===== config.mk =====
export PLATFORM = sky130hd
export DESIGN_NAME = uart_tx_serializer
export DESIGN_NICKNAME = d
export VERILOG_FILES = /design/src/rtl/uart_tx_serializer.sv
export SDC_FILE = /design/constraint.sdc
export NUM_CORES = 1
export LEC_CHECK = 0
export CAP_MARGIN = 20
export CORE_MARGIN = 8
export CORE_UTILIZATION = 49
export DETAILED_ROUTE_END_ITERATION = 16
export PLACE_DENSITY = 0.71
export SKIP_CTS_REPAIR_TIMING = 1
export SLEW_MARGIN = 20
export SYNTH_ARGS = -nofsm -noshare
export SYNTH_HDL_FRONTEND = slang
export SYNTH_SLANG_ARGS = --single-unit

===== constraint.sdc =====
create_clock -name clk -period 1.95 [get_ports clk]
set_input_delay 0.39 -clock clk [delete_from_list [all_inputs] [get_ports clk]]
set_output_delay 0.39 -clock clk [all_outputs]
set_load 0.02 [all_outputs]

===== src/rtl/uart_tx_serializer.sv =====
// -----------------------------------------------------------------------------
// uart_tx_serializer
//
// Serial transmit stage fed by the load/store unit. Each accepted byte goes out
// on a single UART line as: start bit (0), 8 data bits LSB first, an optional
// parity bit, then one or two stop bits (1). A one-cycle tx_done pulse follows
// the last stop bit so the LSU can step to its next byte.
//
// Request handshake: tx_start is an active-low request qualified only while
// tx_busy is low (IDLE). A request is accepted on the first rising clk edge at
// which the block is in IDLE and tx_start is low. tx_data is captured on that
// same edge. Both inputs are ignored from acceptance until the block is back in
// IDLE, and this includes the DONE cycle.
//
// Parameters:
//   CLKS_PER_BIT  clk cycles per serial bit (>= 2)
//   PARITY        0 = none, 1 = even, 2 = odd
//   STOP_BITS     1 or 2
//
// Ports:
//   clk       in   system clock
//   reset     in   synchronous, active-low reset
//   tx_start  in   active-low transmit request (sampled in IDLE only)
//   tx_data   in   [7:0] byte to send, latched on acceptance
//   tx        out  serial line, idles high
//   tx_done   out  one-cycle pulse after the final stop bit
//   tx_busy   out  high from acceptance through the DONE cycle
//
// All outputs are registered. The FSM state is held in state_q so that
// checkers can bind to it directly.
// -----------------------------------------------------------------------------
module uart_tx_serializer #(
  parameter int CLKS_PER_BIT = 87,
  parameter int PARITY       = 0,
  parameter int STOP_BITS    = 1
) (
  input  logic       clk,
  input  logic       reset,
  input  logic       tx_start,
  input  logic [7:0] tx_data,
  output logic       tx,
  output logic       tx_done,
  output logic       tx_busy
);

  localparam int CNT_W = (CLKS_PER_BIT > 1) ? $clog2(CLKS_PER_BIT) : 1;

  typedef enum logic [2:0] {
    IDLE,
    START,
    DATA,
    PARITY_BIT,
    STOP,
    DONE
  } state_t;

  state_t             state_q, state_d;
  logic [CNT_W-1:0]   baud_q, baud_d;
  logic [2:0]         bit_q, bit_d;
  logic [7:0]         shift_q, shift_d;
  logic               parity_q, parity_d;
  logic               tx_q, tx_d;
  logic               tx_done_q, tx_done_d;
  logic               tx_busy_q, tx_busy_d;

  logic               baud_last;
  logic [2:0]         bit_next;

  assign baud_last = (baud_q == CNT_W'(CLKS_PER_BIT - 1));
  assign bit_next  = bit_q + 3'd1;

  // State and output registers.
  always_ff @(posedge clk) begin
    if (!reset) begin
      state_q   <= IDLE;
      baud_q    <= '0;
      bit_q     <= '0;
      shift_q   <= '0;
      parity_q  <= 1'b0;
      tx_q      <= 1'b1;
      tx_done_q <= 1'b0;
      tx_busy_q <= 1'b0;
    end else begin
      state_q   <= state_d;
      baud_q    <= baud_d;
      bit_q     <= bit_d;
      shift_q   <= shift_d;
      parity_q  <= parity_d;
      tx_q      <= tx_d;
      tx_done_q <= tx_done_d;
      tx_busy_q <= tx_busy_d;
    end
  end

  // Next-state logic. Because the outputs are registered, tx_d is the line
  // level for the state being entered, so tx changes on the same edge as the
  // state does.
  always_comb begin
    state_d   = state_q;
    baud_d    = baud_q;
    bit_d     = bit_q;
    shift_d   = shift_q;
    parity_d  = parity_q;
    tx_d      = tx_q;
    tx_done_d = 1'b0;
    tx_busy_d = tx_busy_q;

    unique case (state_q)
      IDLE: begin
        baud_d    = '0;
        bit_d     = '0;
        tx_d      = 1'b1;
        tx_busy_d = 1'b0;
        if (!tx_start) begin
          shift_d   = tx_data;
          // Even parity is the XOR of the data bits. Odd parity is its inverse.
          parity_d  = (^tx_data) ^ (PARITY == 2);
          tx_busy_d = 1'b1;
          tx_d      = 1'b0;
          state_d   = START;
        end
      end

      START: begin
        if (baud_last) begin
          baud_d  = '0;
          bit_d   = '0;
          tx_d    = shift_q[0];
          state_d = DATA;
        end else begin
          baud_d = baud_q + CNT_W'(1);
        end
      end

      DATA: begin
        if (baud_last) begin
          baud_d = '0;
          if (bit_q == 3'd7) begin
            // The bit counter is reused to count stop bits.
            bit_d = '0;
            if (PARITY != 0) begin
              tx_d    = parity_q;
              state_d = PARITY_BIT;
            end else begin
              tx_d    = 1'b1;
              state_d = STOP;
            end
          end else begin
            bit_d = bit_next;
            tx_d  = shift_q[bit_next];
          end
        end else begin
          baud_d = baud_q + CNT_W'(1);
        end
      end

      PARITY_BIT: begin
        if (baud_last) begin
          baud_d  = '0;
          bit_d   = '0;
          tx_d    = 1'b1;
          state_d = STOP;
        end else begin
          baud_d = baud_q + CNT_W'(1);
        end
      end

      STOP: begin
        tx_d = 1'b1;
        if (baud_last) begin
          baud_d = '0;
          if (bit_q == 3'(STOP_BITS - 1)) begin
            bit_d     = '0;
            tx_done_d = 1'b1;
            state_d   = DONE;
          end else begin
            bit_d = bit_next;
          end
        end else begin
          baud_d = baud_q + CNT_W'(1);
        end
      end

      DONE: begin
        // The upstream stage still presents the old byte during this cycle,
        // so the request is deliberately ignored here.
        baud_d    = '0;
        tx_d      = 1'b1;
        tx_busy_d = 1'b0;
        state_d   = IDLE;
      end

      default: begin
        baud_d    = '0;
        bit_d     = '0;
        tx_d      = 1'b1;
        tx_busy_d = 1'b0;
        state_d   = IDLE;
      end
    endcase
  end

  assign tx      = tx_q;
  assign tx_done = tx_done_q;
  assign tx_busy = tx_busy_q;

endmodule


==> flow_metrics.py <==
metrics = {
    "run_status": {
        "status": "completed",
    },
    "clocking": {
        "h-tree-depth": 1,
        "cts_made_buffers": 3,
        "insertion_delay_ns": 0.32,
        "cts_sinks": 24,
        "cts_tree": "built",
        "clk_path_buf_depth": 2,
        "clk_pin_slew_ns": 0.13,
        "cts-root-buf": "clkbuf_4",
    },
    "detailed_routing": {
        "drt_iter0_markers": 38,
        "wl_per_cell_um": 13.9,
        "vias_per_cell": 5.59,
        "ant_nets": 0,
        "routed_wl_um": 2380,
        "drt_pass1_iterations": 4,
        "drc": 0,
        "num_vias": 956,
    },
    "synth": {
        "synth_edf_count": 0,
        "synth.top_cells.by_area": "dfxtp_1 39%, mux2i_1 9.0%, ha_1 5.1%, nor2b_1 4.6%, mux4_2 3.7%",
        "synth_top_flop_cell": "dfxtp_1",
        "synth_area_um2": 1220,
        "yosys-top-cells-count": "24 x dfxtp_1, 12 x nor2_1, 11 x mux2i_1",
        "synth_top_area_share_pct": 39.3,
        "synth.avg_cell_area_um2": 9.69,
        "synthAdderAreaFrac_pct": 5.12,
        "synth_seq_cells": 24,
        "synth-xor-area-share_pct": 4.30,
        "synthSimpleGateAreaFrac_pct": 25.1,
        "yosysSeqAreaShare_pct": 39.3,
        "synthCells": 126,
        "synthMuxAreaShare_pct": 12.7,
        "synth_fp_nets": 142,
        "synth_top_family_by_area": "simple AND/OR/NAND/NOR gates",
        "ys_warn_count": 0,
        "synth-compound-area-share_pct": 9.94,
        "synthArstFlopShare_pct": 0,
        "yosys.cell_count.top_type": "dfxtp_1",
        "synth_top_cell_by_area": "dfxtp_1",
        "synthDistinctLibCells": 38,
    },
    "sta": {
        "min_period_ns": 1.81,
        "worst_slew_pin_slew_ns": 0.387,
        "rsz0062_at_grt": "false",
        "fmax_ghz": 0.552,
        "finalClockSkew_ns": 0.00570,
        "final-hold-violation-count": 0,
        "finalMaxSlewViolations": 0,
        "max_slew_margin_pct": 74.2,
        "fin_crit_sh_pct": 92.9,
        "fin_setup_tns_ns": 0,
        "setup_viol": 0,
    },
    "critical_path": {
        "crit_required_ns": 2.21,
        "startpoint_type": "flip-flop",
        "rrSetupSlack_ns": 0.14,
        "crit_path_end_kind": "flip-flop",
        "r2r_cells": 6,
        "path_max_fanout": 3,
        "crit_type": "reg2reg",
        "reg2reg_from": "bit_q[1]",
        "r2r-end": "tx",
        "cp.arrival_ns": 2.07,
    },
    "layout": {
        "diodes": 0,
        "final_nets": 158,
        "fillers": 221,
        "multiInputGateArea_um2": 701,
        "drive_gt1_share_pct": 13.5,
        "stdcell_count": 171,
        "fin_util_pct": 59.4,
        "fin_area_um2": 1430,
        "register_area_um2": 482,
        "area_delta_synth_final_pct": 17.2,
    },
    "global_routing": {
        "grt_pass1_wl_um": 4120,
        "antenna_found_initial": 0,
        "grt.total_usage_pct": 11.8,
        "grt_pass1_vias": 935,
        "grt_max_degree": 18,
        "grt.overflow.total": 0,
    },
    "pwr": {
        "p_per_area_nw_per_um2": 633,
        "power.leakage_nw": 0.511,
        "vdd_drop_max_v": 0.000579,
    },
    "place": {
        "place_hpwl_um": 1800,
        "port_buffers": 13,
        "placed_cells": 167,
        "place_area_um2": 1390,
        "gp_congestion": 0.814,
    },
    "floorplan": {
        "rows": 18,
        "start_util_pct": 50.7,
        "ioPinCount": 14,
        "die_area_um2": 4350,
        "fp.dieW_um": 65.9,
        "core-area_um2": 2410,
        "die_h_um": 65.9,
    },
    "worst_hold_path": {
        "min_path_cells": 1,
        "worstHoldStart": "baud_q[0]",
        "hold_class": "reg2reg",
        "hold_path_end": "baud_q[0]",
    },
    "run": {
        "maxCapViolations": 0,
    },
}
worst max-delay path, stage by stage, from the launching register on:
cell      delay [ns]
dfxtp_2         0.35
ha_1            0.18
ha_2            0.30
mux4_2          0.33
nor3_1          0.04
or4_1           0.40
o211ai_1        0.16
metal layers:
metal / wire (um) / track usage, % / part of all wire, %
met5: 0 / 0 / 0
met4: 43 / 6.81 / 1.8
met3: 121 / 3.22 / 5.1
met2: 1110 / 18.4 / 47
met1: 1100 / 14.2 / 46
worst max path at each step:
stage	slack, ns	end	start	cells after the start
3_3_place_gp	0.13	tx	bit_q[0]	6
3_5_place_dp	0.08	tx	bit_q[1]	6
4_1_cts	0.05	tx	bit_q[1]	6
6_report	0.14	tx	bit_q[1]	6
2_1_floorplan	0.13	tx	bit_q[0]	6
5_1_grt	0.03	tx	bit_q[1]	5
cells by family after synthesis:
family                     after synthesis
AOI/OAI and AO/OA                       17
xor gates and xnor gates                 6
adders and majority gates                5
buffers and inverters                   10
DFF                                     24
muxes                                   13
and+or+nand+nor                         51
state kept, by name (all words and copies together) (netlist names):
signal,flops
tx_busy,1
tx,1
baud_q,7
shift_q,8
state_q,3
tx_done,1
bit_q,3
per-stage QoR:
step                hold WS, ns  setup WS, ns  power [mW]
CTS                       0.478        0.0507       0.920
detailed placement        0.452        0.0818       0.653
finish                    0.474         0.138       0.906
global placement          0.445         0.134       0.650
floorplan                 0.426         0.130       0.606
global route              0.490        0.0269       0.957
area by class of cell:
cell class,count,share of cell area (%)
clock buffers,4,2.53
inverters,4,1.05
multi-input cells,92,49.0
flip-flops and latches,24,33.7
well taps,30,2.62
repair buffers,17,11.2
layout by cell type (no fill, tap or decap), drive strengths merged, types with 2 or more instances in the layout:
cell	count
xor2	2
o21ai	2
nand3	6
a21oi	2
nor2	13
nand2	6
clkdlybuf4s50	13
mux2i	11
dfxtp	24
a21boi	2
ha	5
a31oi	2
nand2b	3
o211ai	2
buf	4
nor3	2
or4	2
clkbuf	4
mux4	2
inv	4
xnor2	4
nor2b	9
nand4	4
report_power, final:
part           switching, mW  leakage [nW]  internal (mW)
clock network          0.150        0.0210          0.114
registers             0.0156         0.196          0.509
logic                 0.0514         0.294         0.0658
total                  0.217         0.511          0.689
No activity file was read; power rests on OpenSTA's default activity.
